**src/rtl/jpeg_dec_pkg.sv**
```systemverilog
`default_nettype none
// ============================================================================
// Module      : jpeg_dec_pkg
// Description : Shared types and constants for the JPEG coefficient unpacker
// Revision    : 1.0  initial release
// ============================================================================
package jpeg_dec_pkg;

    localparam int COEF_W_DEFAULT = 12;

    typedef enum logic [0:0] {
        ST_FILL  = 1'b0,
        ST_DRAIN = 1'b1
    } unpack_state_t;

    // Zigzag scan position -> natural (raster) index within an 8x8 block.
    localparam logic [5:0] ZIGZAG_TO_NAT [64] = '{
        6'd0,  6'd1,  6'd8,  6'd16, 6'd9,  6'd2,  6'd3,  6'd10,
        6'd17, 6'd24, 6'd32, 6'd25, 6'd18, 6'd11, 6'd4,  6'd5,
        6'd12, 6'd19, 6'd26, 6'd33, 6'd40, 6'd48, 6'd41, 6'd34,
        6'd27, 6'd20, 6'd13, 6'd6,  6'd7,  6'd14, 6'd21, 6'd28,
        6'd35, 6'd42, 6'd49, 6'd56, 6'd57, 6'd50, 6'd43, 6'd36,
        6'd29, 6'd22, 6'd15, 6'd23, 6'd30, 6'd37, 6'd44, 6'd51,
        6'd58, 6'd59, 6'd52, 6'd45, 6'd38, 6'd31, 6'd39, 6'd46,
        6'd53, 6'd60, 6'd61, 6'd54, 6'd47, 6'd55, 6'd62, 6'd63
    };

endpackage
`default_nettype wire

```
**src/rtl/jpeg_amp_decode.sv**
```systemverilog
`default_nettype none
// ============================================================================
// Module      : jpeg_amp_decode
// Description : Combinational JPEG amplitude extension (size/bits -> signed)
// Revision    : 1.0  initial release
// ============================================================================
module jpeg_amp_decode (
    input  logic [3:0]         size,
    input  logic [15:0]        amp,
    output logic signed [16:0] value
);

    logic [16:0] lim;
    logic [16:0] bits;

    always_comb begin
        lim   = (17'd1 << size) - 17'd1;
        bits  = {1'b0, amp} & lim;
        value = '0;
        if (size != 4'd0) begin
            // A clear top bit encodes a negative value offset by 2^size - 1.
            if (amp[size - 4'd1]) begin
                value = $signed(bits);
            end else begin
                value = $signed(bits - lim);
            end
        end
    end

endmodule
`default_nettype wire

```
**src/rtl/jpeg_coef_unpacker.sv**
```systemverilog
`default_nettype none
// ============================================================================
// Module      : jpeg_coef_unpacker
// Description : Collects DC/AC run-size symbols into an 8x8 coefficient block
//               and drains it in natural order. Optional macro
//               JPEG_COEF_SAT_EN saturates the DC prediction sum.
// Revision    : 1.0  initial release
// ============================================================================
module jpeg_coef_unpacker
    import jpeg_dec_pkg::*;
#(
    parameter int COEF_W = COEF_W_DEFAULT
) (
    input  logic              clock,
    input  logic              reset_n,
    input  logic              sym_valid,
    output logic              sym_ready,
    input  logic              sym_dc,
    input  logic [3:0]        sym_run,
    input  logic [3:0]        sym_size,
    input  logic [15:0]       sym_amp,
    input  logic              blk_restart,
    output logic              coef_valid,
    input  logic              coef_ready,
    output logic [COEF_W-1:0] coef_data,
    output logic [5:0]        coef_index,
    output logic              coef_last,
    output logic              err
);

    localparam int SUM_W = ((COEF_W > 17) ? COEF_W : 17) + 1;
    localparam logic signed [SUM_W-1:0] SAT_MAX =
        {{(SUM_W-COEF_W+1){1'b0}}, {(COEF_W-1){1'b1}}};
    localparam logic signed [SUM_W-1:0] SAT_MIN =
        {{(SUM_W-COEF_W+1){1'b1}}, {(COEF_W-1){1'b0}}};

    unpack_state_t     state, state_nxt;
    logic [6:0]        k, k_nxt;
    logic [COEF_W-1:0] pred, pred_nxt;
    logic [5:0]        drain_idx, drain_idx_nxt;
    logic              err_nxt;
    logic [63:0]       mask;
    logic [COEF_W-1:0] coef_buf [64];

    logic              wr_en;
    logic [5:0]        wr_addr;
    logic [COEF_W-1:0] wr_data;
    logic              clr_mask;

    logic signed [16:0]      amp_value;
    logic signed [SUM_W-1:0] diff_ext;
    logic [COEF_W-1:0]       pred_eff;
    logic [COEF_W-1:0]       dc_val;
    logic [COEF_W-1:0]       ac_val;
    logic [6:0]              ac_target;
    logic [6:0]              zrl_target;

    jpeg_amp_decode u_amp_decode (
        .size  (sym_size),
        .amp   (sym_amp),
        .value (amp_value)
    );

    assign pred_eff   = blk_restart ? '0 : pred;
    assign diff_ext   = {{(SUM_W-17){amp_value[16]}}, amp_value};
    assign ac_target  = k + {3'b000, sym_run};
    assign zrl_target = k + 7'd16;

    // AC amplitudes wider than a coefficient are clamped rather than wrapped.
    always_comb begin
        if (diff_ext > SAT_MAX) begin
            ac_val = SAT_MAX[COEF_W-1:0];
        end else if (diff_ext < SAT_MIN) begin
            ac_val = SAT_MIN[COEF_W-1:0];
        end else begin
            ac_val = diff_ext[COEF_W-1:0];
        end
    end

`ifdef JPEG_COEF_SAT_EN
    logic signed [SUM_W-1:0] pred_ext;
    logic signed [SUM_W-1:0] dc_sum;

    assign pred_ext = {{(SUM_W-COEF_W){pred_eff[COEF_W-1]}}, pred_eff};
    assign dc_sum   = pred_ext + diff_ext;

    always_comb begin
        if (dc_sum > SAT_MAX) begin
            dc_val = SAT_MAX[COEF_W-1:0];
        end else if (dc_sum < SAT_MIN) begin
            dc_val = SAT_MIN[COEF_W-1:0];
        end else begin
            dc_val = dc_sum[COEF_W-1:0];
        end
    end
`else
    assign dc_val = pred_eff + diff_ext[COEF_W-1:0];
`endif

    always_comb begin
        state_nxt     = state;
        k_nxt         = k;
        pred_nxt      = pred_eff;
        drain_idx_nxt = drain_idx;
        err_nxt       = 1'b0;
        wr_en         = 1'b0;
        wr_addr       = '0;
        wr_data       = '0;
        clr_mask      = 1'b0;
        sym_ready     = (state == ST_FILL);
        coef_valid    = (state == ST_DRAIN);

        case (state)
            ST_FILL: begin
                if (sym_valid) begin
                    if (sym_dc) begin
                        if (k != 7'd0) begin
                            err_nxt = 1'b1;
                        end else begin
                            wr_en    = 1'b1;
                            wr_addr  = 6'd0;
                            wr_data  = dc_val;
                            pred_nxt = dc_val;
                            k_nxt    = 7'd1;
                        end
                    end else if (k == 7'd0) begin
                        err_nxt = 1'b1;
                    end else if (sym_size == 4'd0) begin
                        if (sym_run == 4'd0) begin
                            state_nxt = ST_DRAIN;
                        end else if (sym_run == 4'd15) begin
                            // A ZRL landing past the block is treated as an overrun.
                            if (zrl_target >= 7'd64) begin
                                err_nxt   = (zrl_target > 7'd64);
                                state_nxt = ST_DRAIN;
                            end else begin
                                k_nxt = zrl_target;
                            end
                        end else begin
                            err_nxt = 1'b1;
                        end
                    end else if (ac_target > 7'd63) begin
                        err_nxt   = 1'b1;
                        state_nxt = ST_DRAIN;
                    end else begin
                        wr_en   = 1'b1;
                        wr_addr = ZIGZAG_TO_NAT[ac_target[5:0]];
                        wr_data = ac_val;
                        k_nxt   = ac_target + 7'd1;
                        if (ac_target == 7'd63) begin
                            state_nxt = ST_DRAIN;
                        end
                    end
                end
            end
            ST_DRAIN: begin
                if (coef_ready) begin
                    if (drain_idx == 6'd63) begin
                        drain_idx_nxt = 6'd0;
                        k_nxt         = 7'd0;
                        clr_mask      = 1'b1;
                        state_nxt     = ST_FILL;
                    end else begin
                        drain_idx_nxt = drain_idx + 6'd1;
                    end
                end
            end
            default: begin
                state_nxt = ST_FILL;
            end
        endcase
    end

    always_ff @(posedge clock or negedge reset_n) begin
        if (!reset_n) begin
            state     <= ST_FILL;
            k         <= '0;
            pred      <= '0;
            drain_idx <= '0;
            err       <= 1'b0;
        end else begin
            state     <= state_nxt;
            k         <= k_nxt;
            pred      <= pred_nxt;
            drain_idx <= drain_idx_nxt;
            err       <= err_nxt;
        end
    end

    always_ff @(posedge clock or negedge reset_n) begin
        if (!reset_n) begin
            mask <= '0;
        end else if (clr_mask) begin
            mask <= '0;
        end else if (wr_en) begin
            mask[wr_addr] <= 1'b1;
        end
    end

    // Buffer contents are only trusted where the mask bit is set.
    always_ff @(posedge clock) begin
        if (wr_en) begin
            coef_buf[wr_addr] <= wr_data;
        end
    end

    assign coef_index = drain_idx;
    assign coef_last  = (state == ST_DRAIN) && (drain_idx == 6'd63);
    assign coef_data  = ((state == ST_DRAIN) && mask[drain_idx]) ? coef_buf[drain_idx] : '0;

endmodule
`default_nettype wire
```
**config.mk**
```make
export PLATFORM = sky130hd
export DESIGN_NAME = jpeg_coef_unpacker
export DESIGN_NICKNAME = d
export VERILOG_FILES = /design/src/rtl/jpeg_dec_pkg.sv /design/src/rtl/jpeg_amp_decode.sv /design/src/rtl/jpeg_coef_unpacker.sv
export SDC_FILE = /design/constraint.sdc
export NUM_CORES = 1
export LEC_CHECK = 0
export ABC_AREA = 1
export ABC_CLOCK_PERIOD_IN_PS = 4850
export CAP_MARGIN = 10
export CORE_MARGIN = 1
export CORE_UTILIZATION = 32
export DETAILED_ROUTE_END_ITERATION = 16
export PLACE_DENSITY = 0.52
export SLEW_MARGIN = 20
export SYNTH_ARGS = -nofsm -noshare
export SYNTH_HDL_FRONTEND = slang
export SYNTH_SLANG_ARGS = --single-unit
```
**constraint.sdc**
```tcl
create_clock -name clock -period 4.85 [get_ports clock]
set_input_delay 0.485 -clock clock [delete_from_list [all_inputs] [get_ports clock]]
set_output_delay 0.485 -clock clock [all_outputs]
set_load 0.01 [all_outputs]
```
# Yosys cells after proc, flatten, opt, wreduce, memory -nomap -nowiden
# Memories as Yosys holds them, arrays and structs flattened.
# Index checks and enable logic that the tools add are counted.
[op_classes]
addsub = 8
n_lt_le_gt_ge = 10
n_eq_ne = 12
shift = 1
n_mux = 80
bitwise_logic = 4
reduce_logical = 11
[ops]
columns = ["cell", "n"]
rows = [
  ["12-bit two-way mux", 15],
  ["64-bit two-way mux", 2],
  ["7-bit two-way mux", 11],
  ["64-bit bitwise OR", 1],
  ["6-bit two-way mux", 9],
  ["1-bit two-way mux", 36],
  ["17-bit two-way mux", 2],
  ["16-bit by 17-bit bitwise AND with 17-bit output", 1],
  ["17-bit by 12-bit > comparator with 1-bit output (second input constant)", 1],
  ["17-bit by 12-bit less-than comparator with 1-bit output (second input constant)", 1],
  ["1-bit by 4-bit << shifter with 17-bit output (first input constant)", 1],
  ["17-bit by 1-bit subtractor with 17-bit output (second input constant)", 1],
  ["17-bit subtractor", 1],
  ["7-bit >= comparator (second input constant)", 2],
  ["6-bit by 7-bit less-than comparator with 1-bit output (second input constant)", 2],
  ["7-bit one-hot mux with 2 select lines", 1],
  ["12-bit adder", 1],
  ["4-bit inequality test (second input constant)", 3],
  ["9-bit AND reduction", 1],
  ["4-bit zero test", 2],
  ["7-bit by 1-bit adder with 7-bit output (second input constant)", 1],
  ["7-bit by 4-bit adder with 7-bit output", 1],
  ["7-bit by 5-bit adder with 7-bit output (second input constant)", 1],
  ["7-bit by 6-bit equality test with 1-bit output (second input constant)", 1],
  ["24 further kinds", 28],
]
[totals]
register_bits = 91
mem_bits_rw = 768
rom_bits = 384
in_bits = 30
out_inout_bits = 22
word_cells = 134
mem_count = 2
[mem_list]
columns = ["memory", "depth", "word_bits", "rd", "rd_clocked_by_memory_dff", "write_ports", "line_no", "text"]
rows = [
  ["coef_buf", 64, 12, 1, 0, 1, "jpeg_coef_unpacker.sv:43", "logic [COEF_W-1:0] coef_buf [64];"],
  ["(no name shown)", 64, 6, 1, 0, 0, "jpeg_coef_unpacker.sv:147", "wr_addr = ZIGZAG_TO_NAT[ac_target[5:0]];"],
]

# Longest topological paths before layout
# Gate-level depths: netlist (run 1).
[depth]
ltp_word = 18
depth_mapped = 31
ltp_nobuf = 30

# Modules after synthesis
# From an unflattened synthesis (run 1), not the netlist that was laid out.
[hier_totals]
hier_cells = 3547
hier_area_um2 = 38449.4
[by_module_without_submodules]
columns = ["module", "instances", "cells_per_inst", "area_per_inst_um2", "seq_area_each_um2"]
rows = [
  ["jpeg_coef_unpacker", 1, 3216, 36844.1, 25339.3],
  ["jpeg_amp_decode", 1, 331, 1605.3, 0.0],
]

# Least setup slack after synthesis (run 1)
# Ideal clock, no wire load.
[synth_path]
kind = "in2reg"
startpoint = "in sym_size[0]"
endpoint = "mem coef_buf[0][2] (netlist bit), data pin"
setup_time_ps = 701
arrival_ps = 5665
path_slack_ps = -1517
stages = 15
n_path_buf = 2
path_cell_list = "clkinv_1 ha_1 nand3_1 buf_2 buf_1 ha_1 nor2_1 inv_1 ha_1 nor2_1 or2_2 fa_1 xnor2_1 nand2_1 o21ai_0"
[synth_between]
elab_chain_cells = 15
word_cells_on_any_way = 23
[synth_lines]
columns = ["element", "line_no", "text"]
rows = [
  ["start: declaration", "jpeg_coef_unpacker.sv:20", "input logic [3:0] sym_size,"],
  ["1-bit by 4-bit << shifter with 17-bit output", "jpeg_amp_decode.sv:17", "lim = (17'd1 << size) - 17'd1;"],
  ["17-bit by 1-bit subtractor with 17-bit output", "jpeg_amp_decode.sv:17", ""],
  ["16-bit by 17-bit bitwise AND with 17-bit output", "jpeg_amp_decode.sv:18", "bits = {1'b0, amp} & lim;"],
  ["17-bit subtractor", "jpeg_amp_decode.sv:25", "value = $signed(bits - lim);"],
  ["17-bit two-way mux", "jpeg_amp_decode.sv:22", "if (amp[size - 4'd1]) begin"],
  ["17-bit two-way mux", "jpeg_amp_decode.sv:20", "if (size != 4'd0) begin"],
  ["17-bit by 12-bit less-than comparator with 1-bit output", "jpeg_coef_unpacker.sv:73", "end else if (diff_ext < SAT_MIN) begin"],
  ["12-bit two-way mux", "jpeg_coef_unpacker.sv:73", ""],
  ["12-bit two-way mux", "jpeg_coef_unpacker.sv:71", "if (diff_ext > SAT_MAX) begin"],
  ["12-bit two-way mux", "jpeg_coef_unpacker.sv:142", "end else if (ac_target > 7'd63) begin"],
  ["12-bit two-way mux", "jpeg_coef_unpacker.sv:128", "end else if (sym_size == 4'd0) begin"],
  ["12-bit two-way mux", "jpeg_coef_unpacker.sv:126", "end else if (k == 7'd0) begin"],
  ["12-bit two-way mux *", "jpeg_coef_unpacker.sv:116", "if (sym_dc) begin"],
  ["12-bit two-way mux *", "jpeg_coef_unpacker.sv:115", "if (sym_valid) begin"],
  ["12-bit two-way mux *", "jpeg_coef_unpacker.sv:113", "case (state)"],
  ["net wr_data[2]", "jpeg_coef_unpacker.sv:47", "logic [COEF_W-1:0] wr_data;"],
  ["end: declaration", "jpeg_coef_unpacker.sv:43", ""],
]
# Mark *: on every way through the listed nets, which the timed path passes. The rest lies on a longest branch. The select of a mux whose other input is x is not followed.

# Final worst setup path (run 1)
[layout_path]
startpoint = "reg drain_idx[0], in the netlist coef_index[0]"
endpoint = "out coef_data[6]"
[layout_between]
elab_chain_cells = 4
word_cells_on_any_way = 5
[layout_lines]
columns = ["element", "line_no", "text"]
rows = [
  ["start: declaration", "jpeg_coef_unpacker.sv:40", "logic [5:0] drain_idx, drain_idx_nxt;"],
  ["start signal: assignment", "jpeg_coef_unpacker.sv:185", "drain_idx <= drain_idx_nxt;"],
  ["1-bit binary-select mux with 6-bit select", "jpeg_coef_unpacker.sv:209", "assign coef_data = ((state == ST_DRAIN) && mask[drain_idx]) ? coef_buf[drain_idx] : '0;"],
  ["1-bit two-way mux (implied by the code)", "jpeg_coef_unpacker.sv:209", ""],
  ["1-bit logical AND", "jpeg_coef_unpacker.sv:209", ""],
  ["12-bit two-way mux *", "jpeg_coef_unpacker.sv:209", ""],
  ["end: declaration", "jpeg_coef_unpacker.sv:25", "output logic [COEF_W-1:0] coef_data,"],
]
# Every way passes the cells marked *; elsewhere a longest branch is shown, timed or not. The select of a mux whose other input is x is not followed.

==> impl_results.md, run 1 <==
* CP max FO at 30
* Area share of fa/ha/maj cells after synthesis at 1.50%
* Clk Latency, worst-skew pair at 0.68 ns
* Leak at 17.1 nW
* Max-Cap Viols at 0
* Final Hold Fails at 0
* Sequential share of the synthesized area at 67.1%
* Die Footprint at 119000 µm²
* First-pass GRT wire length at 173000 µm
* Root Buffer: clkbuf_16
* Routed len/inst at 22.3 µm
* Syn. warnings at 0
* Rows at 125
* Startpoint Class: flop
* H-tree depth at 3
* Required @ worst endpoint at 4.37 ns
* Max Slew Vio Count at 0
* Slew @ Worst Pin at 0.934 ns
* Vias per inst at 5.20
* PD cells at 576 nW/µm²
* Worst clock skew at 0.0288 ns
* Synth top area share at 61.1%
* Number of synthesized flops with an enable pin at 768
* Top post-synthesis cells by count: 768 x edfxtp_1, 738 x nand2_1, 364 x a21oi_1
* Peak VDD IR at 513 µV
* Nets@finish at 3658
* Die Ht at 345 µm
* Detail Placement HPWL at 71100 µm
* Post-synth ARST share at 10.6%
* Total track usage at 19.1%
* Hold Crit Class: reg2reg
* Routability cong. at 0.876
* Main synth FF type: edfxtp_1
* Synth cell types at 61
* Post-synthesis cell area at 37800 µm²
* CTS Sinks at 859
* Simple-gate share of the synthesized area at 13.9%
* Placed Cells at 5008
* CTS max path bufs at 3
* Post-synthesis mux area share at 0%
* Final setup violation count at 0
* Compound-Gate Fraction of Synth Area at 13.4%
* Largest net degree at the start of global routing at 71
* Tot Pwr at 0.0265 W
* Layout area overhead at 21.8%
* I/O pin cnt at 52
* Synth Net Count at 3443
* Final WS setup at 0.105 ns
* XOR/XNOR Fraction of Synth Area at 0.351%
* Slew HR at 36.9%
* Area contributors post-synth: edfxtp_1 61%, nand2_1 7.3%, dfrtp_1 6.0%
* Synth area leader: edfxtp_1
* First-pass DRT Iterations at 8
* Post-Place Setup Slack at -0.292 ns
* Worst-path clk slew at 0.06 ns
* TritonCTS Buffers at 94
* Crit. End Element: output pin
* Period utilization at 97.8%
* Vias at 27000
* CTS tree: built
* Initial Util at 32.4%
* Non-Filler Instances at 5189
* Initial antenna violation count at 2
* Final critical-path required period at 4.74 ns
* Fmax at 211 MHz
* Top-count cell post-synth: edfxtp_1
* Syn avg cell area at 11.2 µm²
* Gr ovfl total at 0
* Critical path class: reg2out
* Final Core Density at 39.5%
* Core Box Area at 117000 µm²
* Initial DRC Count at 2311
* RSZ-0062 raised after global routing: true
* Final wirelength at 116000 µm
* Post-Syn Instances at 3369
* DRC viols at 0
* Outcome: finished, final reports clean
* Main combinational cell family by area after synthesis: simple AND/OR/NAND/NOR gates
* Share of cells above drive strength 1 at 14.5%
* Vias in the first global route at 26100
* ANT nets after route at 0
* Port-buffer cells at 51
* Yosys reg bits at 859
* CP arrival at 4.26 ns
* Die W at 345 µm
worst max-delay path, stage by stage (launching register included):
cell and delay (ns):
dfrtp_4 0.57, buf_16 0.25, buf_6 0.25, buf_16 0.21, o21ai_0 0.12, o221ai_1 0.28, nand3_1 0.20, nand3_1 0.11
nand2_1 0.05, nand3_1 0.16, nand2_4 0.19, nor2_1 0.48, clkdlybuf4s50_1 0.64
what timing repair did:
| action | CTS | global route |
|---|---|---|
| setup buffers | 0 | 0 |
| gates cloned | 1 | 2 |
| hold buffers | 1 | 0 |
| pin swaps | 1 | 0 |
| endpoints found under the setup margin | 12 | 74 |
| endpoints found under the hold margin | 58 | 0 |
| resized for setup | 22 | 20 |
stage by stage:
| step | hold slack [ns] | instance area [µm²] | setup TNS (ns) |
|---|---|---|---|
| 6_report | 0.493 | 46000 | 0 |
| 5_1_grt | 0.503 | 46000 | -0.0381 |
| 4_1_cts | 0.495 | 45900 | 0 |
| 3_5_place_dp | 0.482 | 42700 | -29.81 |
| 3_3_place_gp | 0.473 | 42700 | -10.22 |
| 2_1_floorplan | 0.189 | 37800 | 0 |
final cells by class:
class	instances	area, µm²
Timing Repair Buffer	317	3860
Tap cell	1524	1910
Clock buffer	122	2470
Sequential cell	859	25400
Fill cell	11000	70500
Antenna cell	1	2.50
Clock inverter	54	515
Multi-Input combinational cell	2142	11200
Inverter	170	668
power by group:
group | switching, W | internal (W) | leakage (nW) | total (W)
combinational | 0.00710 | 0.00343 | 7.43 | 0.0105
clock | 0.00297 | 0.00399 | 1.45 | 0.00695
sequential | 0.000219 | 0.00878 | 8.23 | 0.00900
worst paths after layout:
check | start | end | cells after the start | slack (ns)
max in group asynchronous | reset_n | pred[0]$_DFF_PN0_ | 3 | 3.27
worst max register to register | k[0]$_DFFE_PN0P_ | coef_buf[34][6]$_DFFE_PP_ | 21 | 0.52
worst max-delay path | coef_index[0]$_DFFE_PN0P_ | coef_data[6] | 12 | 0.11
worst min-delay path | mask[41]$_DFFE_PN0P_ | mask[41]$_DFFE_PN0P_ | 2 | 0.49
min in group asynchronous | reset_n | k[6]$_DFFE_PN0P_ | 2 | 0.51
worst min register to register | mask[41]$_DFFE_PN0P_ | mask[41]$_DFFE_PN0P_ | 2 | 0.49
sequential cells by signal, indices dropped and copies added, names as in the netlist:
register,cells
coef_buf,768
coef_index,6
coef_valid,1
err,1
k,7
mask,64
pred,12
layout by cell type, fill, tap and decap left out, types with 6 or more instances in the layout:
cell type        instances
a211oi_2                 7
a21oi_1                360
a221oi_1                34
a22oi_1                 70
a31oi_1                  8
a32o_1                  29
buf_12                  97
buf_4                  157
buf_6                    6
bufinv_16                7
clkbuf_1                27
clkbuf_16               96
clkdlybuf4s50_1         50
clkinv_1                23
clkinv_2                14
dfrtp_1                 88
edfxtp_1               768
ha_1                    40
inv_1                  140
inv_2                   22
nand2_1                729
nand2_2                 11
nand3_1                119
nand3b_1                 8
nand4_1                 17
nor2_1                 288
nor2_2                  40
nor2_4                   7
nor3_1                  11
o2111ai_1                6
o211ai_1                33
o21ai_0                148
o221ai_1                21
o22ai_1                 19
o311ai_0                25
o311ai_1                10
o31ai_1                 16
or2_2                   17
xor2_1                   7
per-layer routing:
layer	wire length (µm)	GRT usage (%)	share of wire (%)
met3	7140	3.36	6.2
met5	13	0	0.011
met4	1870	4.17	1.6
met2	53600	30.6	46
met1	52900	27.1	46
cell families (layout without fill, tap and decap cells):
logic type	Yosys count	in the layout
other cells	0	1
xor+xnor	13	13
flops	859	859
fa+ha+maj	44	44
buf+inv	368	663
compound gates	819	819
simple gates	1266	1266
(Power assumes the default switching activity.)
==> inputs of run 2 (changes only) <==
--- a/config.mk
+++ b/config.mk
@@ -6,11 +6,11 @@
 export NUM_CORES = 1
 export LEC_CHECK = 0
 export ABC_AREA = 1
-export ABC_CLOCK_PERIOD_IN_PS = 4850
 export CAP_MARGIN = 10
 export CORE_MARGIN = 1
 export CORE_UTILIZATION = 32
 export DETAILED_ROUTE_END_ITERATION = 16
+export GPL_ROUTABILITY_DRIVEN = 0
 export PLACE_DENSITY = 0.52
 export SLEW_MARGIN = 20
 export SYNTH_ARGS = -nofsm -noshare
==> results of run 2 <==
Final layout, timing and power as in run 1 (identical DEF).
